<file path="config.mk">
export PLATFORM = sky130hd
export DESIGN_NAME = ddr_cmd_scheduler_flat
export DESIGN_NICKNAME = d
export VERILOG_FILES = /design/src/rtl/ddr_cmd_scheduler_if.sv /design/src/rtl/ddr_cmd_scheduler.sv /design/src/flat_wrapper.sv
export SDC_FILE = /design/constraint.sdc
export NUM_CORES = 1
export LEC_CHECK = 0
export CORE_MARGIN = 4
export CORE_UTILIZATION = 49
export DETAILED_ROUTE_END_ITERATION = 10
export PLACE_DENSITY = 0.88
export SYNTH_ARGS = -nofsm -noshare
export SYNTH_HDL_FRONTEND = slang
export SYNTH_SLANG_ARGS = --single-unit
</file>
<file path="constraint.sdc">
create_clock -name Clk -period 2.8 [get_ports Clk]
set_input_delay 0.7 -clock Clk [delete_from_list [all_inputs] [get_ports Clk]]
set_output_delay 0.7 -clock Clk [all_outputs]
set_load 0.02 [all_outputs]
</file>
<file path="src/rtl/ddr_cmd_scheduler_if.sv">
`default_nettype none
// ============================================================================
// Module   : ddr_cmd_scheduler_if
// Brief    : Request channel, DDR command pins and status flags for the
//            DDR command scheduler.
// Revision : 1.0
// ============================================================================
interface ddr_cmd_scheduler_if #(
  parameter int BA_BITS   = 2,
  parameter int ADDR_BITS = 13,
  parameter int COL_BITS  = 10
);
  logic                 Req_valid;
  logic                 Req_we;
  logic [BA_BITS-1:0]   Req_bank;
  logic [ADDR_BITS-1:0] Req_row;
  logic [COL_BITS-1:0]  Req_col;
  logic                 Req_ready;

  logic                 Cke;
  logic                 Cs_n;
  logic                 Ras_n;
  logic                 Cas_n;
  logic                 We_n;
  logic [BA_BITS-1:0]   Ba;
  logic [ADDR_BITS-1:0] Addr;

  logic                 Init_done;
  logic                 Rd_issue;
  logic                 Wr_issue;
  logic                 Ref_issue;

  modport master (
    output Req_valid, Req_we, Req_bank, Req_row, Req_col,
    input  Req_ready, Cke, Cs_n, Ras_n, Cas_n, We_n, Ba, Addr,
    input  Init_done, Rd_issue, Wr_issue, Ref_issue
  );

  modport slave (
    input  Req_valid, Req_we, Req_bank, Req_row, Req_col,
    output Req_ready, Cke, Cs_n, Ras_n, Cas_n, We_n, Ba, Addr,
    output Init_done, Rd_issue, Wr_issue, Ref_issue
  );
endinterface
`default_nettype wire

</file>
<file path="src/rtl/ddr_cmd_scheduler.sv">
`default_nettype none
// ============================================================================
// Module   : ddr_cmd_scheduler
// Brief    : Single-access DDR command scheduler: power-up init, ACTIVE then
//            READ/WRITE with auto-precharge, optional periodic refresh
//            (enabled by defining DDR_AUTO_REFRESH_EN).
// Revision : 1.0
// ============================================================================
module ddr_cmd_scheduler #(
  parameter int BA_BITS      = 2,
  parameter int ADDR_BITS    = 13,
  parameter int COL_BITS     = 10,
  parameter int INIT_WAIT    = 200,
  parameter int T_RCD        = 3,
  parameter int T_RW_DONE    = 6,
  parameter int T_RFC        = 10,
  parameter int REF_INTERVAL = 780,
  parameter logic [ADDR_BITS-1:0] MODE_REG = 13'h0022
) (
  input  logic                  Clk,
  input  logic                  Rst,
  ddr_cmd_scheduler_if.slave    bus
);

  localparam logic [3:0] CMD_NOP   = 4'b0111;
  localparam logic [3:0] CMD_ACT   = 4'b0011;
  localparam logic [3:0] CMD_READ  = 4'b0101;
  localparam logic [3:0] CMD_WRITE = 4'b0100;
  localparam logic [3:0] CMD_PRE   = 4'b0010;
  localparam logic [3:0] CMD_REF   = 4'b0001;
  localparam logic [3:0] CMD_LMR   = 4'b0000;

  localparam logic [ADDR_BITS-1:0] A10 = ADDR_BITS'(1024);
  localparam int WAIT_A   = (INIT_WAIT > T_RFC) ? INIT_WAIT : T_RFC;
  localparam int WAIT_B   = (T_RCD > T_RW_DONE) ? T_RCD : T_RW_DONE;
  localparam int WAIT_MAX = (WAIT_A > WAIT_B) ? WAIT_A : WAIT_B;
  localparam int TW       = $clog2(WAIT_MAX + 1);

  typedef enum logic [2:0] {
    S_INIT, S_IDLE, S_ACT, S_ACT_WAIT, S_RW, S_RW_WAIT, S_REF, S_REF_WAIT
  } state_t;

  state_t               state_q, state_d;
  logic [TW-1:0]        timer_q, timer_d;
  logic [3:0]           step_q, step_d;
  logic                 cke_q, cke_d;
  logic [3:0]           cmd_q, cmd_d;
  logic [BA_BITS-1:0]   ba_q, ba_d;
  logic [ADDR_BITS-1:0] addr_q, addr_d;
  logic                 init_done_q, init_done_d;
  logic                 ready_q, ready_d;
  logic                 rd_q, rd_d, wr_q, wr_d, ref_q, ref_d;
  logic                 we_q, we_d;
  logic [BA_BITS-1:0]   bank_q, bank_d;
  logic [COL_BITS-1:0]  col_q, col_d;
  logic                 pend_q, pend_d;
  logic                 ref_set;

`ifdef DDR_AUTO_REFRESH_EN
  localparam int RCW = $clog2(REF_INTERVAL + 1);
  logic [RCW-1:0] ref_cnt_q, ref_cnt_d;

  // Free-running once init completes; wraps to 0 on the cycle it flags a refresh.
  always_comb begin
    ref_cnt_d = ref_cnt_q;
    ref_set   = 1'b0;
    if (init_done_q) begin
      if (ref_cnt_q == RCW'(REF_INTERVAL - 1)) begin
        ref_cnt_d = '0;
        ref_set   = 1'b1;
      end else begin
        ref_cnt_d = ref_cnt_q + RCW'(1);
      end
    end
  end

  always_ff @(posedge Clk) begin
    if (Rst) ref_cnt_q <= '0;
    else     ref_cnt_q <= ref_cnt_d;
  end
`else
  assign ref_set = 1'b0;
`endif

  always_comb begin
    state_d     = state_q;
    timer_d     = timer_q + TW'(1);
    step_d      = step_q;
    cke_d       = cke_q;
    cmd_d       = CMD_NOP;
    ba_d        = '0;
    addr_d      = '0;
    init_done_d = init_done_q;
    rd_d        = 1'b0;
    wr_d        = 1'b0;
    ref_d       = 1'b0;
    we_d        = we_q;
    bank_d      = bank_q;
    col_d       = col_q;
    pend_d      = pend_q | ref_set;

    case (state_q)
      S_INIT: begin
        if (step_q == 4'd0) begin
          if (timer_q == TW'(INIT_WAIT - 1)) begin
            cke_d   = 1'b1;
            step_d  = 4'd1;
            timer_d = '0;
          end
        end else if (timer_q == TW'(T_RFC - 1)) begin
          // Steps 1..7 each close with one init command; step 8 closes init.
          timer_d = '0;
          step_d  = step_q + 4'd1;
          case (step_q)
            4'd1, 4'd4: begin cmd_d = CMD_PRE; addr_d = A10; end
            4'd2:       begin cmd_d = CMD_LMR; ba_d = BA_BITS'(1); end
            4'd3:       begin cmd_d = CMD_LMR; addr_d = MODE_REG | ADDR_BITS'(13'h0100); end
            4'd5, 4'd6: begin cmd_d = CMD_REF; ref_d = 1'b1; end
            4'd7:       begin cmd_d = CMD_LMR; addr_d = MODE_REG; end
            default:    begin init_done_d = 1'b1; state_d = S_IDLE; end
          endcase
        end
      end
      S_IDLE: begin
        timer_d = '0;
        if (pend_q) begin
          state_d = S_REF;
          cmd_d   = CMD_REF;
          ref_d   = 1'b1;
          pend_d  = ref_set;
        end else if (bus.Req_valid && ready_q) begin
          state_d = S_ACT;
          cmd_d   = CMD_ACT;
          ba_d    = bus.Req_bank;
          addr_d  = bus.Req_row;
          we_d    = bus.Req_we;
          bank_d  = bus.Req_bank;
          col_d   = bus.Req_col;
        end
      end
      S_ACT, S_ACT_WAIT: begin
        if (timer_q == TW'(T_RCD - 1)) begin
          state_d = S_RW;
          timer_d = '0;
          cmd_d   = we_q ? CMD_WRITE : CMD_READ;
          ba_d    = bank_q;
          addr_d  = ADDR_BITS'(col_q) | A10;
          rd_d    = !we_q;
          wr_d    = we_q;
        end else begin
          state_d = S_ACT_WAIT;
        end
      end
      S_RW, S_RW_WAIT: begin
        if (timer_q == TW'(T_RW_DONE - 1)) begin
          state_d = S_IDLE;
          timer_d = '0;
        end else begin
          state_d = S_RW_WAIT;
        end
      end
      S_REF, S_REF_WAIT: begin
        if (timer_q == TW'(T_RFC - 1)) begin
          state_d = S_IDLE;
          timer_d = '0;
        end else begin
          state_d = S_REF_WAIT;
        end
      end
      default: state_d = S_INIT;
    endcase

    ready_d = (state_d == S_IDLE) && !pend_d;
  end

  always_ff @(posedge Clk) begin
    if (Rst) begin
      state_q     <= S_INIT;
      timer_q     <= '0;
      step_q      <= '0;
      cke_q       <= 1'b0;
      cmd_q       <= CMD_NOP;
      ba_q        <= '0;
      addr_q      <= '0;
      init_done_q <= 1'b0;
      ready_q     <= 1'b0;
      rd_q        <= 1'b0;
      wr_q        <= 1'b0;
      ref_q       <= 1'b0;
      we_q        <= 1'b0;
      bank_q      <= '0;
      col_q       <= '0;
      pend_q      <= 1'b0;
    end else begin
      state_q     <= state_d;
      timer_q     <= timer_d;
      step_q      <= step_d;
      cke_q       <= cke_d;
      cmd_q       <= cmd_d;
      ba_q        <= ba_d;
      addr_q      <= addr_d;
      init_done_q <= init_done_d;
      ready_q     <= ready_d;
      rd_q        <= rd_d;
      wr_q        <= wr_d;
      ref_q       <= ref_d;
      we_q        <= we_d;
      bank_q      <= bank_d;
      col_q       <= col_d;
      pend_q      <= pend_d;
    end
  end

  assign bus.Cke       = cke_q;
  assign bus.Cs_n      = cmd_q[3];
  assign bus.Ras_n     = cmd_q[2];
  assign bus.Cas_n     = cmd_q[1];
  assign bus.We_n      = cmd_q[0];
  assign bus.Ba        = ba_q;
  assign bus.Addr      = addr_q;
  assign bus.Init_done = init_done_q;
  assign bus.Req_ready = ready_q;
  assign bus.Rd_issue  = rd_q;
  assign bus.Wr_issue  = wr_q;
  assign bus.Ref_issue = ref_q;

endmodule
`default_nettype wire
</file>
<file path="src/flat_wrapper.sv">
// flat-port wrapper written by rule: the top's interface ports become plain ports
module ddr_cmd_scheduler_flat 
#(
  parameter int BA_BITS      = 2,
  parameter int ADDR_BITS    = 13,
  parameter int COL_BITS     = 10,
  parameter int INIT_WAIT    = 200,
  parameter int T_RCD        = 3,
  parameter int T_RW_DONE    = 6,
  parameter int T_RFC        = 10,
  parameter int REF_INTERVAL = 780,
  parameter logic [ADDR_BITS-1:0] MODE_REG = 13'h0022
)
  (Clk, Rst, bus_Req_valid, bus_Req_we, bus_Req_bank, bus_Req_row, bus_Req_col, bus_Req_ready, bus_Cke, bus_Cs_n, bus_Ras_n, bus_Cas_n, bus_We_n, bus_Ba, bus_Addr, bus_Init_done, bus_Rd_issue, bus_Wr_issue, bus_Ref_issue);
  ddr_cmd_scheduler_if #(.BA_BITS(BA_BITS), .ADDR_BITS(ADDR_BITS), .COL_BITS(COL_BITS)) bus_i ();
  input  logic Clk;
  input  logic Rst;
  input wire logic [$bits(bus_i.Req_valid)-1:0] bus_Req_valid;
  input wire logic [$bits(bus_i.Req_we)-1:0] bus_Req_we;
  input wire logic [$bits(bus_i.Req_bank)-1:0] bus_Req_bank;
  input wire logic [$bits(bus_i.Req_row)-1:0] bus_Req_row;
  input wire logic [$bits(bus_i.Req_col)-1:0] bus_Req_col;
  output wire logic [$bits(bus_i.Req_ready)-1:0] bus_Req_ready;
  output wire logic [$bits(bus_i.Cke)-1:0] bus_Cke;
  output wire logic [$bits(bus_i.Cs_n)-1:0] bus_Cs_n;
  output wire logic [$bits(bus_i.Ras_n)-1:0] bus_Ras_n;
  output wire logic [$bits(bus_i.Cas_n)-1:0] bus_Cas_n;
  output wire logic [$bits(bus_i.We_n)-1:0] bus_We_n;
  output wire logic [$bits(bus_i.Ba)-1:0] bus_Ba;
  output wire logic [$bits(bus_i.Addr)-1:0] bus_Addr;
  output wire logic [$bits(bus_i.Init_done)-1:0] bus_Init_done;
  output wire logic [$bits(bus_i.Rd_issue)-1:0] bus_Rd_issue;
  output wire logic [$bits(bus_i.Wr_issue)-1:0] bus_Wr_issue;
  output wire logic [$bits(bus_i.Ref_issue)-1:0] bus_Ref_issue;
  assign bus_i.Req_valid = bus_Req_valid;
  assign bus_i.Req_we = bus_Req_we;
  assign bus_i.Req_bank = bus_Req_bank;
  assign bus_i.Req_row = bus_Req_row;
  assign bus_i.Req_col = bus_Req_col;
  assign bus_Req_ready = bus_i.Req_ready;
  assign bus_Cke = bus_i.Cke;
  assign bus_Cs_n = bus_i.Cs_n;
  assign bus_Ras_n = bus_i.Ras_n;
  assign bus_Cas_n = bus_i.Cas_n;
  assign bus_We_n = bus_i.We_n;
  assign bus_Ba = bus_i.Ba;
  assign bus_Addr = bus_i.Addr;
  assign bus_Init_done = bus_i.Init_done;
  assign bus_Rd_issue = bus_i.Rd_issue;
  assign bus_Wr_issue = bus_i.Wr_issue;
  assign bus_Ref_issue = bus_i.Ref_issue;
  ddr_cmd_scheduler #(.BA_BITS(BA_BITS), .ADDR_BITS(ADDR_BITS), .COL_BITS(COL_BITS), .INIT_WAIT(INIT_WAIT), .T_RCD(T_RCD), .T_RW_DONE(T_RW_DONE), .T_RFC(T_RFC), .REF_INTERVAL(REF_INTERVAL), .MODE_REG(MODE_REG)) u_core (.Clk(Clk), .Rst(Rst), .bus(bus_i));
endmodule
</file>
==> results of run 1 <==
-- power by group through the flow --
| stage | Clock (µW) | Combinational, µW | Sequential (µW) |
|---|---|---|---|
| floorplan | 0 | 32.7 | 777 |
| global placement | 0 | 76.8 | 780 |
| detailed placement | 0 | 77.3 | 781 |
| CTS | 430 | 77.8 | 763 |
| global route | 459 | 83.0 | 764 |
| finish | 418 | 78.0 | 763 |
-- synth_stat cells (2+ instances only) --
cell	count	area (µm²)
sky130_fd_sc_hd__dfxtp_1	53	1061
sky130_fd_sc_hd__nand2_1	39	146.4
sky130_fd_sc_hd__a21oi_1	25	125.1
sky130_fd_sc_hd__nor2_1	21	78.83
sky130_fd_sc_hd__clkbuf_1	12	45.04
sky130_fd_sc_hd__nor3_1	12	60.06
sky130_fd_sc_hd__a22oi_1	10	75.07
sky130_fd_sc_hd__nand3_1	10	50.05
sky130_fd_sc_hd__inv_1	9	33.78
sky130_fd_sc_hd__ha_1	7	87.58
sky130_fd_sc_hd__nand4_1	6	37.54
sky130_fd_sc_hd__a31oi_1	5	31.28
sky130_fd_sc_hd__and3_1	4	25.02
sky130_fd_sc_hd__nand3b_1	4	30.03
sky130_fd_sc_hd__or3_1	4	25.02
sky130_fd_sc_hd__xor2_1	4	35.03
sky130_fd_sc_hd__buf_4	3	22.52
sky130_fd_sc_hd__o21ai_0	3	15.01
sky130_fd_sc_hd__a211oi_1	2	15.01
sky130_fd_sc_hd__and3b_1	2	17.52
sky130_fd_sc_hd__mux2i_1	2	20.02
sky130_fd_sc_hd__nand2b_1	2	12.51
sky130_fd_sc_hd__nor3b_2	2	25.02
sky130_fd_sc_hd__o31ai_1	2	15.01
sky130_fd_sc_hd__or2_2	2	12.51
sky130_fd_sc_hd__xnor2_1	2	17.52
-- critical path, stage by stage, from the launching register on --
cell and delay [ns]:
sky130_fd_sc_hd__dfxtp_1 0.37, sky130_fd_sc_hd__inv_1 0.12, sky130_fd_sc_hd__ha_1 0.26, sky130_fd_sc_hd__nor3b_2 0.30, sky130_fd_sc_hd__or4b_2 0.62, sky130_fd_sc_hd__a21oi_1 0.15, sky130_fd_sc_hd__buf_4 0.19, sky130_fd_sc_hd__mux2i_1 0.21
sky130_fd_sc_hd__nor2_1 0.07
-- state kept, by name, indices dropped and copies added (netlist names) --
name                  cells
u_core.bank_q             2
u_core.bus.Addr          13
u_core.bus.Ba             2
u_core.bus.Cke            1
u_core.bus.Init_done      1
u_core.bus.Rd_issue       1
u_core.bus.Ref_issue      1
u_core.bus.Req_ready      1
u_core.bus.Wr_issue       1
u_core.cmd_q              3
u_core.col_q             10
u_core.pend_q             1
u_core.state_q            3
u_core.step_q             4
u_core.timer_q            8
u_core.we_q               1
-- path summary, 6_finish.rpt --
| path | endpoint | cells past startpoint | from |
|---|---|---|---|
| max | u_core.step_q[1]$_SDFFE_PP0P_ | 8 | u_core.step_q[0]$_SDFFE_PP0P_ |
| min | u_core.bus.Ba[1]$_SDFF_PP0_ | 2 | u_core.bank_q[1]$_SDFFE_PP0P_ |
| max reg2reg | u_core.step_q[1]$_SDFFE_PP0P_ | 8 | u_core.step_q[0]$_SDFFE_PP0P_ |
| min reg2reg | u_core.bus.Ba[1]$_SDFF_PP0_ | 2 | u_core.bank_q[1]$_SDFFE_PP0P_ |
-- through the flow --
step                      area, µm²  power, µW  std cells  util (%)
after detailed placement       2823      857.9        357     63.95
after floorplan                2258      809.8        263         -
after global placement         2823      856.9        357     63.95
final                          2913       1259        365     65.99
after global routing           2913       1306        365     65.99
after CTS                      2913       1271        365     65.99
-- logic make-up (layout without fill, tap and decap cells) --
| group | count (synthesis) | after routing | synth area share [%] |
|---|---|---|---|
| AO/OA/AOI/OAI | 53 | 53 | 14.79 |
| AND/OR/NAND/NOR | 116 | 116 | 26.32 |
| other | 1 | 1 | 0.1660 |
| adder cells (fa/ha/maj) | 7 | 7 | 3.878 |
| flip-flops | 53 | 53 | 46.98 |
| buffers and inverters | 25 | 75 | 4.653 |
| XOR/XNOR | 6 | 6 | 2.327 |
| multiplexers | 2 | 2 | 0.8865 |
-- layout make-up --
cell class	instances	area, µm²
Fill cell	348	1501
Multi-Input combinational cell	185	1097
Sequential cell	53	1061
Timing Repair Buffer	58	565.5
Clock buffer	5	68.82
Tap cell	52	65.06
Inverter	9	33.78
Clock inverter	3	21.27
-- layer usage --
metal	vias up	global-route usage, %
met3	9	3.298
met4	0	5.825
met2	64	32.60
met1	930	20.98
li1	1010	-
met5	-	0
==> impl_table.tex, run 1 <==
\begin{tabular}{lr}
\hline
Metric & Value \\
\hline
\multicolumn{2}{l}{\textbf{Pwr}} \\
Static leakage power & approximately 0.0011 µW \\
Part of the total power dissipated in combinational logic & under 10\% \\
Share of total power in sequential cells & between 60\% and 70\% \\
Maximum vdd drop & $\sim$0.37 mV \\
Clock power share & between 30\% and 40\% \\
Internal portion of total power & 982.1 µW \\
Fraction of power spent switching nets & between 20\% and 30\% \\
Power per Cell Area & $\sim$430 nW/µm² \\
Switching Power & 277.0 µW \\
\multicolumn{2}{l}{\textbf{Timing}} \\
Final critical path time including I/O delays and setup & roughly 2.4 ns \\
Post-Route Hold Slack & roughly 0.46 ns \\
Maximum clock frequency & around 420 MHz \\
Setup slack of the critical path after layout & about 0.4 ns \\
Transition time at the pin with the least slew margin & about 0.55 ns \\
Slew Limit Fails & 0 \\
Period Utilization, post-route & 85.85\% \\
Worst max-slew margin expressed relative to the limit & between 60\% and 70\% \\
Final Hold Violating Endpoints & 0 \\
Final Setup Violations & 0 \\
RSZ-0062 raised after global routing & false \\
Max Clock Skew & $\sim$0.014 ns \\
Total Negative Setup Slacks & 0 ns \\
\multicolumn{2}{l}{\textbf{Place}} \\
Pre-CTS worst setup slack & about 0.46 ns \\
\# port buffers & 52 \\
DP HPWL & roughly 3.8 mm \\
Global placement routability congestion & $\sim$0.84 \\
\multicolumn{2}{l}{\textbf{Logic synthesis}} \\
Share of the yosys chip area belonging to registers & 46.98\% \\
Fraction of synthesis flops using an asynchronous set or reset pin & 0\% \\
Average instance area after synthesis & 8.587 µm² \\
Syn Std Cell Area & about 2300 µm² \\
Mapped Nets & 299 \\
Unique masters post-synth & 42 \\
Synth Instances & approximately 260 \\
Main flop type after synthesis & sky130\_fd\_sc\_hd\_\_dfxtp\_1 \\
Number of enable-type register cells in the synthesized netlist & 0 \\
Count of synthesis-stage warnings from yosys & 0 \\
Flops \& latches, synth & 53 \\
\multicolumn{2}{l}{\textbf{GRT}} \\
Number of global-route vias before repair & roughly 1800 \\
Maximum number of pins on one net before global-route repair & 27 \\
Overall global routing resource usage & 17.91\% \\
GR Overflow Total & 0 \\
Wire length of the first global-routing pass & roughly 8.0 mm \\
Number of antenna violations at the first check in global routing & 0 \\
\multicolumn{2}{l}{\textbf{Finish}} \\
Commonest non-fill, non-tap cell in the layout & sky130\_fd\_sc\_hd\_\_dfxtp\_1 \\
Count of inserted antenna diode cells & 0 \\
Synth-to-layout area growth & 28.97\% \\
Share of post-route cells with drive strength above 1 & under 10\% \\
Most frequent cells in the layout & sky130\_fd\_sc\_hd\_\_dfxtp\_1, sky130\_fd\_sc\_hd\_\_clkdlybuf4s50\_1, sky130\_fd\_sc\_hd\_\_nand2\_1, sky130\_fd\_sc\_hd\_\_a21oi\_1, sky130\_fd\_sc\_hd\_\_nor2\_1 \\
Final net count & 348 \\
\multicolumn{2}{l}{\textbf{Drt}} \\
1st-pass router iterations & 4 \\
Met3 wire len & 265 µm \\
Post-Route M1 WL & about 2.2 mm \\
Final wirelength & about 5 mm \\
Via count normalized by instance count & 5.515 \\
DRC violation count after routing & 0 \\
Met2 routed wirelength & approximately 2.5 mm \\
Topmost layer with routed signal wires & met4 \\
Vias after detailed routing & just over 2000 \\
Antenna Violating Nets Remaining & 0 \\
Routed length per instance & about 14 µm \\
Detailed router's first-iteration violation count & 93 \\
\multicolumn{2}{l}{\textbf{Critical path}} \\
R2r setup slk & about 0.4 ns \\
Sort of element at the end of the critical path & flop \\
Classification of the worst setup path & flop to flop \\
Critical path peak fanout & 11 \\
Required arrival time at the worst endpoint & roughly 3 ns \\
Crit path launch type & flop \\
Arrival time at the worst endpoint & 2.59 ns \\
\multicolumn{2}{l}{\textbf{CTS}} \\
Clock tree from TritonCTS & built \\
Inserted Clock Buffers & 5 \\
CTS Root Buffer Type & sky130\_fd\_sc\_hd\_\_clkbuf\_8 \\
Number of cells upsized or downsized after cts & 0 \\
CTS max path bufs & 2 \\
Clock input transition at the sequential cells of the worst setup and hold paths & $\sim$0.090 ns \\
Count of hold buffers inserted by post-cts repair & 0 \\
Clock sink total & 53 \\
Clock H-tree levels & 2 \\
Clock Latency Late Sink & 0.30 ns \\
Buffers inserted by post-CTS timing repair & 0 \\
\multicolumn{2}{l}{\textbf{Floorplan}} \\
Die Wd & $\sim$76 µm \\
Core region area & $\sim$4400 µm² \\
Die outline height & around 76 µm \\
Overall die area & about 5800 µm² \\
Placement row count & 24 \\
IO Count & 54 \\
Effective utilization at floorplan & about 51\% \\
\multicolumn{2}{l}{\textbf{Min path}} \\
Worst min path class & flop to flop \\
\multicolumn{2}{l}{\textbf{Run status}} \\
Outcome & complete, no violations \\
\multicolumn{2}{l}{\textbf{Run}} \\
Maximum capacitance violations & 0 \\
\hline
\end{tabular}
Note: power is estimated with default switching activity, not from simulation.
==> run 2, diff against run 1 <==
--- a/config.mk
+++ b/config.mk
@@ -5,10 +5,11 @@
 export SDC_FILE = /design/constraint.sdc
 export NUM_CORES = 1
 export LEC_CHECK = 0
-export CORE_MARGIN = 4
+export CORE_MARGIN = 2
 export CORE_UTILIZATION = 49
 export DETAILED_ROUTE_END_ITERATION = 10
 export PLACE_DENSITY = 0.88
+export SLEW_MARGIN = 40
 export SYNTH_ARGS = -nofsm -noshare
 export SYNTH_HDL_FRONTEND = slang
 export SYNTH_SLANG_ARGS = --single-unit
==> impl_table.tex, run 2 (synthesis results as in run 1) <==
\begin{tabular}{lr}
\hline
Metric & Value \\
\hline
\multicolumn{2}{l}{\textbf{Run status}} \\
Outcome & complete, no violations \\
\multicolumn{2}{l}{\textbf{Drt}} \\
Detailed router's first-iteration violation count & 215 (+130\%) \\
Vias after detailed routing & 2078 (+3.2\%) \\
DRC violation count after routing & 0 (unchanged) \\
Met3 wire len & 393 µm (+48\%) \\
Post-Route M1 WL & 2.247 mm (+1.2\%) \\
Final wirelength & 5.480 mm (+8.6\%) \\
Routed length per instance & 15.01 µm (+8.6\%) \\
1st-pass router iterations & 5 (+1) \\
Topmost layer with routed signal wires & met4 \\
Antenna Violating Nets Remaining & 0 (unchanged) \\
Via count normalized by instance count & 5.693 (+3.2\%) \\
Met2 routed wirelength & 2.739 mm (+10\%) \\
\multicolumn{2}{l}{\textbf{CTS}} \\
CTS Root Buffer Type & sky130\_fd\_sc\_hd\_\_clkbuf\_8 \\
Count of hold buffers inserted by post-cts repair & 0 (unchanged) \\
Clock Latency Late Sink & 0.32 ns (+0.02 ns) \\
Buffers inserted by post-CTS timing repair & 0 (unchanged) \\
Clock H-tree levels & 2 (unchanged) \\
Inserted Clock Buffers & 5 (unchanged) \\
Clock sink total & 53 (unchanged) \\
CTS max path bufs & 2 (unchanged) \\
Clock tree from TritonCTS & built \\
Clock input transition at the sequential cells of the worst setup and hold paths & 0.10 ns (about the same) \\
Number of cells upsized or downsized after cts & 0 (unchanged) \\
\multicolumn{2}{l}{\textbf{Critical path}} \\
R2r setup slk & 0.45 ns (+0.05 ns) \\
Sort of element at the end of the critical path & flop \\
R2r startpoint & u\_core.step\_q[0]\$\_SDFFE\_PP0P\_ \\
Required arrival time at the worst endpoint & 3.03 ns (+0.04 ns) \\
Crit path launch type & flop \\
Critical path peak fanout & 11 (unchanged) \\
Classification of the worst setup path & flop to flop \\
Arrival time at the worst endpoint & 2.58 ns (about the same) \\
Length in cells of the worst reg-to-reg path & 8 (unchanged) \\
Reg2reg end & u\_core.step\_q[0]\$\_SDFFE\_PP0P\_ \\
\multicolumn{2}{l}{\textbf{Finish}} \\
Fill cell instance count of the final layout & 360 (+3.4\%) \\
Synth-to-layout area growth & 29.14\% \\
Core occupancy in the finished layout & 66.52\% (+0.54 points) \\
Most frequent cells in the layout & sky130\_fd\_sc\_hd\_\_dfxtp\_1, sky130\_fd\_sc\_hd\_\_clkdlybuf4s50\_1, sky130\_fd\_sc\_hd\_\_nand2\_1, sky130\_fd\_sc\_hd\_\_a21oi\_1, sky130\_fd\_sc\_hd\_\_nor2\_1 \\
Final net count & 348 (unchanged) \\
Number of flip-flops under the largest register name & 13 (unchanged) \\
Layout Cells excl Fill & 365 (unchanged) \\
Count of inserted antenna diode cells & 0 (unchanged) \\
Share of post-route cells with drive strength above 1 & 7.668\% (unchanged) \\
Commonest non-fill, non-tap cell in the layout & sky130\_fd\_sc\_hd\_\_dfxtp\_1 \\
\multicolumn{2}{l}{\textbf{Min path}} \\
Hold path endpoint & u\_core.bus.Init\_done\$\_SDFFE\_PP0P\_ \\
Worst hold path cell count & 2 (unchanged) \\
Worst min path class & flop to flop \\
Launch point of the worst hold path & u\_core.bus.Init\_done\$\_SDFFE\_PP0P\_ \\
\multicolumn{2}{l}{\textbf{Timing}} \\
RSZ-0062 raised after global routing & false \\
Period Utilization, post-route & 83.90\% (-2.0 points) \\
Total Negative Setup Slacks & 0 ns (unchanged) \\
Worst max-slew margin expressed relative to the limit & 65.24\% (+2.2 points) \\
Maximum clock frequency & 425.7 MHz (+2.3\%) \\
Final critical path time including I/O delays and setup & 2.349 ns (-0.05461 ns) \\
Post-Route Hold Slack & 0.4503 ns (-0.01325 ns) \\
Transition time at the pin with the least slew margin & 0.5203 ns (-0.03252 ns) \\
Final Setup Violations & 0 (unchanged) \\
Final Hold Violating Endpoints & 0 (unchanged) \\
Max Clock Skew & 0.01444 ns (+0.0006033 ns) \\
Slew Limit Fails & 0 (unchanged) \\
\multicolumn{2}{l}{\textbf{Floorplan}} \\
Die Wd & 71.89 µm (-5.3\%) \\
Die outline height & 71.89 µm (-5.3\%) \\
Overall die area & 5168 µm² (-10\%) \\
Core region area & 4384 µm² (-0.68\%) \\
Effective utilization at floorplan & 51.51\% (+0.35 points) \\
Placement row count & 24 (unchanged) \\
IO Count & 54 (unchanged) \\
\multicolumn{2}{l}{\textbf{Run}} \\
Maximum capacitance violations & 0 (unchanged) \\
\multicolumn{2}{l}{\textbf{Pwr}} \\
Power per Cell Area & 441.3 nW/µm² (+2.1\%) \\
Post-layout power & 1287 µW (+2.2\%) \\
Static leakage power & 0.001050 µW (about the same) \\
Maximum vdd drop & 0.2295 mV (-38\%) \\
\multicolumn{2}{l}{\textbf{GRT}} \\
GR Overflow Total & 0 (unchanged) \\
Number of global-route vias before repair & 1853 (+0.54\%) \\
Number of antenna violations at the first check in global routing & 0 (unchanged) \\
Wire length of the first global-routing pass & 8.694 mm (+9.2\%) \\
Maximum number of pins on one net before global-route repair & 27 (unchanged) \\
Overall global routing resource usage & 21.67\% (+3.8 points) \\
\multicolumn{2}{l}{\textbf{Place}} \\
\# port buffers & 52 (unchanged) \\
Global placement routability congestion & 0.8164 (-2.7\%) \\
Placed insts & 357 (unchanged) \\
DP HPWL & 3.752 mm (about the same) \\
\hline
\end{tabular}
run 2: cell types whose count changed in the layout (fill, tap and decap cells not counted):
cell                       previous run  this run
sky130_fd_sc_hd__clkinv_2             1         0
sky130_fd_sc_hd__clkinv_4             0         1
run 2: final cells by class:
type / instances / area [µm²] / share of cell area (%)
sequential: 53 / 1061 / 36.38
multi-input combinational: 185 / 1097 / 37.62
inverter: 9 / 33.78 / 1.158
clock inverter: 3 / 25.02 / 0.8580
timing repair buffer: 58 / 565.5 / 19.39
clock buffer: 5 / 68.82 / 2.360
tap: 52 / 65.06 / 2.231
run 2: per-layer routing:
| layer | vias up | GRT usage [%] |
|---|---|---|
| met5 | - | 0 |
| met1 | 966 | 26.68 |
| li1 | 1017 | - |
| met3 | 9 | 5.833 |
| met4 | 0 | 7.966 |
| met2 | 86 | 36.52 |
run 2: where the power goes:
| part | leakage [µW] | switching (µW) | internal, µW |
|---|---|---|---|
| clock | 0.0000447 | 266 | 181 |
| combinational | 0.000578 | 29.8 | 47.2 |
| sequential | 0.000427 | 5.92 | 757 |
| total | 0.00105 | 302 | 985 |
run 2: critical path, cell delays in order, from the launching register on:
cell and delay, ns:
sky130_fd_sc_hd__dfxtp_1 0.37, sky130_fd_sc_hd__inv_1 0.10, sky130_fd_sc_hd__ha_1 0.24, sky130_fd_sc_hd__nor3b_2 0.31, sky130_fd_sc_hd__or4b_2 0.62, sky130_fd_sc_hd__a21oi_1 0.15
sky130_fd_sc_hd__buf_4 0.20, sky130_fd_sc_hd__nor2_1 0.05, sky130_fd_sc_hd__a211oi_1 0.23
run 2: worst max-delay path by stage:
| stage | from | end | slack [ns] | cells after the start |
|---|---|---|---|---|
| 5_1_grt | u_core.step_q[0]$_SDFFE_PP0P_ | u_core.step_q[0]$_SDFFE_PP0P_ | 0.28 | 8 |
| 4_1_cts | u_core.step_q[0]$_SDFFE_PP0P_ | u_core.step_q[0]$_SDFFE_PP0P_ | 0.46 | 8 |
| 3_5_place_dp | u_core.step_q[0]$_SDFFE_PP0P_ | u_core.step_q[0]$_SDFFE_PP0P_ | 0.50 | 8 |
| 3_3_place_gp | u_core.step_q[0]$_SDFFE_PP0P_ | u_core.step_q[3]$_SDFFE_PP0P_ | 0.57 | 8 |
| 6_report | u_core.step_q[0]$_SDFFE_PP0P_ | u_core.step_q[0]$_SDFFE_PP0P_ | 0.45 | 8 |
| 2_1_floorplan | u_core.step_q[0]$_SDFFE_PP0P_ | u_core.step_q[3]$_SDFFE_PP0P_ | 0.62 | 8 |
run 2: per-stage QoR:
stage / instance area, µm² / setup slack (ns)
after floorplan: 2258 / 0.6194
after global routing: 2917 / 0.2780
after CTS: 2917 / 0.4595
after detailed placement: 2823 / 0.4979
final: 2917 / 0.4507
after global placement: 2823 / 0.5737
